--- config.mk ---
export PLATFORM = sky130hd
export DESIGN_NAME = ext_sram_arbiter
export DESIGN_NICKNAME = d
export VERILOG_FILES = /design/src/rtl/ext_sram_arbiter.sv
export SDC_FILE = /design/constraint.sdc
export NUM_CORES = 1
export LEC_CHECK = 0
export BUFFER_PORTS_ARGS = -buffer_cell sky130_fd_sc_hd__buf_2
export CAP_MARGIN = 20
export CORE_ASPECT_RATIO = 0.8
export CORE_MARGIN = 2
export CORE_UTILIZATION = 37
export CTS_CLUSTER_DIAMETER = 30
export DETAILED_ROUTE_END_ITERATION = 6
export HOLD_SLACK_MARGIN = 0.15
export PLACE_DENSITY = 0.71
export SETUP_SLACK_MARGIN = 0.15
export SLEW_MARGIN = 0
export SYNTH_ARGS = -nofsm -noshare
export SYNTH_HDL_FRONTEND = slang
export SYNTH_SLANG_ARGS = --single-unit
--- constraint.sdc ---
create_clock -name clk_chipset -period 2.59 [get_ports clk_chipset]
set_clock_uncertainty 0.1 [all_clocks]
set_input_delay 0.1295 -clock clk_chipset [delete_from_list [all_inputs] [get_ports clk_chipset]]
set_output_delay 0.1295 -clock clk_chipset [all_outputs]
set_load 0.005 [all_outputs]
--- src/rtl/ext_sram_arbiter.sv ---
// External async-SRAM controller: arbitrates NUM_CH requesters onto one SRAM port
// and sequences each access as SETUP / ACCESS (WAIT_CYCLES) / HOLD.
module ext_sram_arbiter #(
    parameter int unsigned ADDR_W      = 21,
    parameter int unsigned DATA_W      = 8,
    parameter int unsigned NUM_CH      = 2,
    parameter int unsigned WAIT_CYCLES = 2,
    parameter int unsigned RR_MODE     = 1
) (
    input  logic                     clk_chipset,
    input  logic                     reset,
    input  logic [NUM_CH-1:0]        req,
    input  logic [NUM_CH-1:0]        we,
    input  logic [NUM_CH*ADDR_W-1:0] addr,
    input  logic [NUM_CH*DATA_W-1:0] wdata,
    output logic [NUM_CH-1:0]        ack,
    output logic [DATA_W-1:0]        rdata,
    output logic [ADDR_W-1:0]        SRAM_ADDR,
    output logic [DATA_W-1:0]        SRAM_DQ_O,
    output logic                     SRAM_DQ_OE,
    input  logic [DATA_W-1:0]        SRAM_DQ_I,
    output logic                     SRAM_WE_n
);

    localparam int unsigned CH_W  = (NUM_CH > 1) ? $clog2(NUM_CH) : 1;
    localparam int unsigned CNT_W = (WAIT_CYCLES > 1) ? $clog2(WAIT_CYCLES) : 1;

    typedef enum logic [1:0] {IDLE, SETUP, ACCESS, HOLD} state_t;

    state_t            state;
    logic [CH_W-1:0]   ptr;
    logic [CH_W-1:0]   ch_q;
    logic              we_q;
    logic [CNT_W-1:0]  cnt;
    logic              turn;
    logic [CH_W-1:0]   win_c;
    logic [CH_W-1:0]   idx_c;

    // Descending scan so the candidate closest to the scan start is the last hit and wins.
    always_comb begin
        win_c = '0;
        idx_c = '0;
        for (int unsigned k = NUM_CH; k >= 1; k--) begin
            if (RR_MODE != 0)
                idx_c = CH_W'((32'(ptr) + k) % NUM_CH);
            else
                idx_c = CH_W'(k - 1);
            if (req[idx_c])
                win_c = idx_c;
        end
    end

    always_ff @(posedge clk_chipset) begin
        if (reset) begin
            state      <= IDLE;
            SRAM_WE_n  <= 1'b1;
            SRAM_DQ_OE <= 1'b0;
            ack        <= '0;
            rdata      <= '0;
            SRAM_ADDR  <= '0;
            SRAM_DQ_O  <= '0;
            ptr        <= CH_W'(NUM_CH - 1);
            ch_q       <= '0;
            we_q       <= 1'b0;
            cnt        <= '0;
            turn       <= 1'b0;
        end else begin
            ack <= '0;
            case (state)
                // One idle cycle after every access gives the bus turnaround slot.
                IDLE: begin
                    SRAM_WE_n  <= 1'b1;
                    SRAM_DQ_OE <= 1'b0;
                    if (turn) begin
                        turn <= 1'b0;
                    end else if (|req) begin
                        ch_q       <= win_c;
                        we_q       <= we[win_c];
                        SRAM_ADDR  <= addr[32'(win_c)*ADDR_W +: ADDR_W];
                        SRAM_DQ_O  <= wdata[32'(win_c)*DATA_W +: DATA_W];
                        SRAM_DQ_OE <= we[win_c];
                        ptr        <= win_c;
                        state      <= SETUP;
                    end
                end
                SETUP: begin
                    SRAM_WE_n <= ~we_q;
                    cnt       <= CNT_W'(WAIT_CYCLES - 1);
                    state     <= ACCESS;
                end
                ACCESS: begin
                    if (cnt == '0) begin
                        SRAM_WE_n  <= 1'b1;
                        ack[ch_q]  <= 1'b1;
                        if (!we_q)
                            rdata <= SRAM_DQ_I;
                        state <= HOLD;
                    end else begin
                        cnt <= cnt - 1'b1;
                    end
                end
                HOLD: begin
                    SRAM_DQ_OE <= 1'b0;
                    turn       <= 1'b1;
                    state      <= IDLE;
                end
                default: state <= IDLE;
            endcase
        end
    end

endmodule

Yosys cells after proc, flatten, opt, wreduce, memory -nomap -nowiden
Index checks and enable logic that the tools add are counted.
Widths: inputs -> output; s select.
{"block": "op_classes", "mul": 1, "reduce_logical": 11, "order_cmp": 5, "n_mux": 22, "n_shift": 2, "n_bitwise": 4, "n_eq_ne": 6, "addsub": 3}
{"cell": "$shiftx 42x7->21", "n": 1}
{"cell": "$shiftx 16x5->8", "n": 1}
{"cell": "$mux 1", "n": 13}
{"cell": "$reduce_and 3->1", "n": 3}
{"cell": "$lt 1x2->1 const B", "n": 4}
{"cell": "$pmux 2 s4", "n": 1}
{"cell": "$mul 1x5->6 const B", "n": 1}
{"cell": "$mux 2", "n": 3}
{"cell": "$ne 2x2->1 const B", "n": 3}
{"cell": "$pmux 1 s2", "n": 3}
{"cell": "$eq 2x2->1 const B", "n": 2}
{"cell": "$not 1->1", "n": 4}
{"cell": "$reduce_bool 2->1", "n": 2}
{"cell": "$pmux 1 s3", "n": 1}
{"cell": "$reduce_bool 3->1", "n": 1}
{"cell": "$reduce_or 3->1", "n": 1}
{"cell": "$add 1x1->1 const B", "n": 2}
{"cell": "$eq 2x1->1 const B", "n": 1}
{"cell": "$logic_not 2->1", "n": 1}
{"cell": "$reduce_and 2->1", "n": 1}
{"cell": "$reduce_or 2->1", "n": 1}
{"cell": "$demux 1 s1", "n": 1}
{"cell": "$ge 1x1->1 const B", "n": 1}
{"cell": "$logic_and 1x1->1", "n": 1}
{"cell": "$sub 1x1->1 const B", "n": 1}
{"block": "word_totals", "out_inout_bits": 41, "in_bits": 72, "reg_bits": 48}

Depth between registers and ports, before layout
Gate-level depths: netlist of the first run.
{"block": "depth", "depth_word": 10, "depth_mapped": 7}

Least setup slack after synthesis of the first run
Ideal clock, no wire load.
{"block": "synth_path", "kind": "register -> register", "from": "reg state[0]", "to": "reg SRAM_DQ_OE", "required_time_ns": 2.415, "period_less_slack_ns": 1.582, "stages_incl_launch_ff": 5, "t_arrival_ns": 1.408, "path_slack_ns": 1.008, "cell_sequence": "dfxtp_1 inv_1 ha_1 or4_1 o22ai_1"}
{"block": "synth_via", "elab_chain_cells": 2, "word_cells_on_any_way": 4}
{"element": "from (decl)", "line_no": "30", "text": "state_t state;"}
{"element": "from (signal assigned)", "line_no": "55", "text": "state <= IDLE;"}
{"element": "from (signal assigned)", "line_no": "83", "text": "state <= SETUP;"}
{"element": "from (signal assigned)", "line_no": "89", "text": "state <= ACCESS;"}
{"element": "$eq 2x2->1 / $logic_not 2->1 (equally long branches)", "line_no": "69", "text": "case (state)"}
{"element": "$pmux 1 s2 / $reduce_bool 2->1 (equally long branches)"}
{"element": "to (signal assigned)", "line_no": "81", "text": "SRAM_DQ_OE <= we[win_c];"}
{"element": "to (decl)", "line_no": "20", "text": "output logic SRAM_DQ_OE,"}
Several ways; a longest one is shown, not always the timed one.
A chain may end at the register's enable or synchronous reset.

Worst setup path in the final report of the first run
{"block": "layout_path", "from": "reg ptr", "to": "reg we_q"}
{"block": "layout_via", "elab_chain_cells": 7, "word_cells_on_any_way": 10}
{"element": "from (decl)", "line_no": "31", "text": "logic [CH_W-1:0] ptr;"}
{"element": "from (signal assigned)", "line_no": "62", "text": "ptr <= CH_W'(NUM_CH - 1);"}
{"element": "from (signal assigned)", "line_no": "82", "text": "ptr <= win_c;"}
{"element": "$add 1x1->1", "line_no": "45", "text": "idx_c = CH_W'((32'(ptr) + k) % NUM_CH);"}
{"element": "$mux 1 (implied by the code) (2 in series)", "line_no": "48", "text": "if (req[idx_c])"}
{"element": "$mux 1", "line_no": "48"}
{"element": "$mux 1 (*)", "line_no": "48"}
{"element": "$mux 1 (implied by the code) (*) (2 in series)", "line_no": "78", "text": "we_q <= we[win_c];"}
{"element": "to (signal assigned)", "line_no": "78"}
{"element": "to (decl)", "line_no": "33", "text": "logic we_q;"}
Mark *: on every way between the ends. The rest lies on a longest branch, timed or not. The select of a mux whose other input is x is not followed.

==> results of run 1 <==
[layout make-up]
class	instances	share of cell area
clock buffers	7	0.0277
inverters	4	0.00432
multi-input cells	172	0.297
flip-flops and latches	48	0.277
well taps	78	0.0281
repair buffers	184	0.366
[synthesized netlist by cell type, types with 4 or more instances]
master,number,area [sq um]
a21oi_1,32,160
a311oi_1,28,245
buf_2,12,60.1
clkbuf_1,7,26.3
dfxtp_1,48,961
ha_1,6,75.1
inv_1,4,15.0
mux2i_1,11,110
nand2_1,61,229
nor2_1,13,48.8
o21ai_0,4,20.0
[what timing repair did]
item / in CTS / in global routing
hold endpoints to repair: 39 / 0
endpoints found under the setup margin: 0 / 0
hold buffers: 68 / 0
[placed cells by master, fill, tap and decap left out, drive strengths merged, types with 2 or more instances in the layout]
cell type    synthesis  layout
buf                 15     116
dlygate4sd3          0      68
nand2               61      61
dfxtp               48      48
a21oi               32      32
a311oi              29      29
nor2                13      13
mux2i               11      11
clkbuf               7       7
ha                   6       6
inv                  4       4
o21ai                4       4
nand3                2       2
a211oi               2       2
[sequential cells by signal (all words and copies together), names as in the netlist]
signal      flops
ptr             1
SRAM_ADDR      21
ack             2
SRAM_WE_n       1
state           2
cnt             1
SRAM_DQ_O       8
we_q            1
ch_q            1
SRAM_DQ_OE      1
turn            1
rdata           8
[worst max-delay path, stage by stage (launching register included)]
cell,delay (ns)
dfxtp_1,0.37
a21bo_2,0.57
mux2i_1,0.15
dlygate4sd3_1,0.60
a211oi_1,0.23
[stage by stage]
stage	hold slack, ns	cells	cell area (sq um)	utilization	power (mW)
floorplan	0.177	246	2110	-	1.90
global placement	0.269	418	2700	0.494	2.32
detailed placement	0.280	418	2700	0.494	2.35
CTS	0.163	493	3470	0.636	2.91
global route	0.200	493	3470	0.636	3.12
finish	0.172	493	3470	0.636	2.91
[metal layers]
metal  GRT usage  share of wire  routed length [um]
met5           0              0                   0
met4      0.0859          0.020                 146
met3      0.0760           0.10                 742
met2       0.388           0.45                3280
met1       0.275           0.43                3110
[report_power, final]
part	internal, mW	switching (mW)
Sequential	0.985	0.149
Combinational	0.590	0.704
Clock	0.238	0.240
[logic make-up after synthesis]
kind of cell    count (synthesis)  synth area share
simple gates                   81             0.155
compound gates                 74             0.245
flops                          48             0.455
buf+inv                        26            0.0569
mux                            11            0.0521
fa+ha+maj                       6            0.0355
[final timing paths]
path | start | end | slack [ns] | depth (start not counted)
setup / recovery | ptr | we_q | 0.47 | 4
hold / removal | req[0] | SRAM_DQ_O[5] | 0.17 | 4
setup reg to reg | ptr | we_q | 0.47 | 4
hold reg to reg | ch_q | ack[0] | 0.36 | 1
==> impl_metrics.env, run 1 <==
export IMPL_status="completed"
export IMPL_fmax_ghz=0.473
export IMPL_post_cts_buffers=0
export IMPL_cts_resized=0
export IMPL_synth_avg_cell_area_sq_um=8.59
export IMPL_end_kind="flip-flop"
export IMPL_drive_above_1_share=0.308
export IMPL_min_path_type="primary input to flip-flop"
export IMPL_arrival_ns=2.22
export IMPL_critPathRequiredTime_ns=2.70
export IMPL_wl_per_cell_um=14.8
export IMPL_period_minus_slack_ns=2.12
export IMPL_via_per_inst=5.07
export IMPL_setup_violations_final=0
export IMPL_rows=24
export IMPL_drt_pass1_iterations=5
export IMPL_dpl_hpwl_um=4000
export IMPL_drtAntennaViolNets=0
export IMPL_clock_sinks=48
export IMPL_cp_max_fo=30
export IMPL_ir_drop_uv=397
export IMPL_die_h_um=71.6
export IMPL_num_vias=2499
export IMPL_regArea_sq_um=961
export IMPL_clk_latency_ns=0.30
export IMPL_tns_ns=0
export IMPL_cts_made_buffers=5
export IMPL_drtIter0Drc=135
export IMPL_syn_area_sq_um=2110
export IMPL_synthToLayoutAreaGrowth_pct=64.5
export IMPL_remaining_drc_errors=0
export IMPL_yosysWarnings=0
export IMPL_start_util=0.386
export IMPL_final_hold_viol_count=0
export IMPL_grt_overflow=0
export IMPL_ys_flop_type="dfxtp_1"
export IMPL_grt_max_degree=47
export IMPL_clockBufferDepth=2
export IMPL_worstSetupPathType="flip-flop to flip-flop"
export IMPL_grt_pass1_wl_um=11500
export IMPL_design_portCount=113
export IMPL_synthesis_instances=246
export IMPL_multiInputGateArea_sq_um=1030
export IMPL_nets=493
export IMPL_synthDistinctLibCells=28
export IMPL_ys_async_sr_fraction=0
export IMPL_clk_pin_slew_ns=0.08
export IMPL_htreeDepth=2
export IMPL_syn_nets=324
export IMPL_core_sq_um=5470
export IMPL_rsz0062_at_grt="no"
export IMPL_place_ws_ns=0.603
export IMPL_track_usage=0.231
export IMPL_die_area_sq_um=6330
export IMPL_slew_headroom=0.425
export IMPL_ys_seq_area_frac=0.455
export IMPL_root_buffer="clkbuf_8"
export IMPL_setup_slack_ns=0.474
export IMPL_cts_tree="built"
export IMPL_synth_edff_count=0
export IMPL_crit_path_start_kind="flip-flop"
export IMPL_n_antenna_cell=0
export IMPL_num_fill_cells=453
export IMPL_finalWeightedCongestion=0.794
export IMPL_first_global_vias=2558
export IMPL_final_max_slew_viol_count=0
export IMPL_tightest_slew_ns=0.862
export IMPL_power_density_nw_per_um2=837
export IMPL_io_buffers=112
export IMPL_antenna_found_initial=0
export IMPL_routed_wl_um=7280
export IMPL_p_leak_nw=1.61
export IMPL_ys_ff_latch=48
export IMPL_post_route_period_util=0.817
export IMPL_die_x_um=88.5
export IMPL_cap_violations=0
Power figures use the tool's default switching activity.
==> run 2: changes to the inputs <==
- ABC_AREA: default -> 1
- PLACE_DENSITY: 0.71 -> 0.68
- clock period: 2.59 -> 2.1 ns (I/O delays scaled with it)
==> impl_metrics.env, run 2 <==
export IMPL_tns_ns=0
export IMPL_clockBufferDepth=2
export IMPL_syn_nets=495
export IMPL_track_usage=0.202
export IMPL_rows=26
export IMPL_worstHoldPathCells=5
export IMPL_reg_top3="SRAM_ADDR (21), SRAM_DQ_O (8), rdata (8)"
export IMPL_synth_most_common_cell="nor2_1"
export IMPL_finalWeightedCongestion=0.790
export IMPL_design_portCount=113
export IMPL_clk_latency_ns=0.30
export IMPL_htreeDepth=2
export IMPL_root_buffer="clkbuf_8"
export IMPL_drtAntennaViolNets=0
export IMPL_ys_ff_latch=48
export IMPL_dpl_hpwl_um=4580
export IMPL_cp_max_fo=32
export IMPL_synthesis_instances=417
export IMPL_num_vias=2925
export IMPL_core_sq_um=6470
export IMPL_status="completed"
export IMPL_cts_tree="built"
export IMPL_final_max_slew_viol_count=0
export IMPL_ys_top_cells_by_area="dfxtp_1, nor2_1, nand2_1"
export IMPL_ys_seq_area_frac=0.381
export IMPL_start_util=0.389
export IMPL_hold_start="req[1]"
export IMPL_yosysWarnings=0
export IMPL_r2r_start="state[0]"
export IMPL_num_fill_cells=587
export IMPL_io_buffers=112
export IMPL_via_per_inst=4.31
export IMPL_critPathRequiredTime_ns=2.19
export IMPL_rsz0062_at_grt="no"
export IMPL_grt_max_degree=33
export IMPL_crit_path_start_kind="primary input"
export IMPL_hold_end="SRAM_DQ_OE"
export IMPL_drt_pass1_iterations=4
export IMPL_syn_area_sq_um=2520
export IMPL_setup_violations_final=0
export IMPL_remaining_drc_errors=0
export IMPL_grt_overflow=0
export IMPL_antenna_found_initial=0
export IMPL_cap_violations=0
export IMPL_final_common_cell="nor2_1"
export IMPL_nets=671
export IMPL_slew_headroom=0.586
export IMPL_ys_flop_type="dfxtp_1"
export IMPL_die_area_sq_um=7490
export IMPL_drtIter0Drc=89
export IMPL_startpoint="req[0]"
export IMPL_cts_resized=0
export IMPL_synth_edff_count=0
export IMPL_routed_wl_um=7550
export IMPL_synthToLayoutAreaGrowth_pct=57.5
export IMPL_min_path_type="primary input to flip-flop"
export IMPL_grt_pass1_wl_um=12000
export IMPL_final_hold_viol_count=0
export IMPL_tightest_slew_ns=0.619
export IMPL_layout_cells_non_filler=678
export IMPL_place_inst=599
export IMPL_worstSetupPathType="primary input to flip-flop"
export IMPL_ir_drop_uv=446
export IMPL_clk_pin_slew_ns=0.10
export IMPL_period_minus_slack_ns=1.77
export IMPL_rr_endpoint="SRAM_DQ_OE"
export IMPL_first_global_vias=2792
export IMPL_end_kind="flip-flop"
export IMPL_r2r_cells=6
export IMPL_arrival_ns=1.87
export IMPL_total_power_mw=4.30
export IMPL_r2r_setup_slack_ns=0.45
export IMPL_n_antenna_cell=0
export IMPL_largest_reg_flops=21
export IMPL_synthDistinctLibCells=18
export IMPL_wl_per_cell_um=11.1
export IMPL_synth_top_cell_area_share=0.381
export IMPL_fmax_ghz=0.563
export IMPL_yosysTopAreaCell="dfxtp_1"
export IMPL_ys_async_sr_fraction=0
export IMPL_top_register="SRAM_ADDR"
export IMPL_whs_ns=0.181
export IMPL_cts_made_buffers=5
export IMPL_ys_top_cells_by_count="nor2_1, nand2_1, inv_1"
export IMPL_die_x_um=96.3
export IMPL_synth_avg_cell_area_sq_um=6.04
export IMPL_place_ws_ns=0.454
export IMPL_setup_slack_ns=0.325
export IMPL_post_route_period_util=0.845
export IMPL_p_leak_nw=2.23
export IMPL_die_h_um=77.8
export IMPL_power_density_nw_per_um2=1080
export IMPL_final_cell_mix="nor2_1, buf_2, nand2_1"
export IMPL_drive_above_1_share=0.221
export IMPL_clock_sinks=48
run 2: cell types whose count changed after synthesis, moves of 7 or more:
cell      delta
o21ai_0      +7
inv_1       +62
nand3_1     +32
a311oi_1    -28
nor2_1     +100
a21oi_1     -27
nand2_1     +47
mux2i_1     -11
run 2: cells by family (layout without fill, tap and decap cells):
group                    Yosys count  count (layout)  synth area share
AO/OA/AOI/OAI                     16              16            0.0318
adder cells (fa/ha/maj)            6               6            0.0298
buffers and inverters             87             264             0.145
flip-flops                        48              48             0.381
AND/OR/NAND/NOR                  260             260             0.412
run 2: critical path, cell delays in order:
cell and delay [ns]:
dlygate4sd3_1 0.53, buf_2 0.13, nand2_1 0.10, nand2_2 0.36
buf_12 0.32, nand2_1 0.06, nand3_1 0.06, nor2_1 0.12
nor2_1 0.05
run 2: metrics by stage:
step                      utilization  instance area (sq um)
after detailed placement        0.486                   3140
final                           0.613                   3970
after CTS                       0.613                   3970
after floorplan                     -                   2520
after global routing            0.613                   3970
after global placement          0.486                   3140
run 2: cell type report:
cell class / instances / area [sq um] / area share
Tap cell: 84 / 105 / 0.0265
Multi-Input combinational cell: 282 / 1190 / 0.301
Inverter: 67 / 251 / 0.0634
Timing Repair Buffer: 189 / 1340 / 0.338
Sequential cell: 48 / 961 / 0.242
Clock inverter: 3 / 46.3 / 0.0117
Clock buffer: 5 / 68.8 / 0.0173
run 2: worst max path at each step:
| stage | end | slack, ns | cells after the start |
|---|---|---|---|
| after detailed placement | rdata[4] | 0.45 | 8 |
| after global placement | rdata[6] | 0.49 | 8 |
| after CTS | SRAM_ADDR[3] | 0.37 | 9 |
| after floorplan | SRAM_DQ_OE | 0.61 | 6 |
| final | SRAM_ADDR[3] | 0.33 | 9 |
| after global routing | SRAM_ADDR[0] | 0.19 | 9 |
run 2: metal layers:
metal | vias up | GRT usage | wire, um
li1 | 1573 | - | -
met1 | 1240 | 0.230 | 3280
met2 | 104 | 0.371 | 3550
met3 | 8 | 0.0573 | 653
met4 | 0 | 0.0386 | 64
met5 | - | 0 | 0
run 2: what timing repair did:
item,CTS,global route
setup endpoints to repair,0,0
hold buffers,71,0
endpoints found under the hold margin,41,0
buffers inserted,0,0
run 2: report_power, final:
group	switching [mW]	total [mW]	internal, mW	leakage [nW]
logic	1.22	2.15	0.930	1.78
clock network	0.321	0.680	0.359	0.0548
registers	0.196	1.48	1.28	0.396
total	1.74	4.30	2.57	2.23
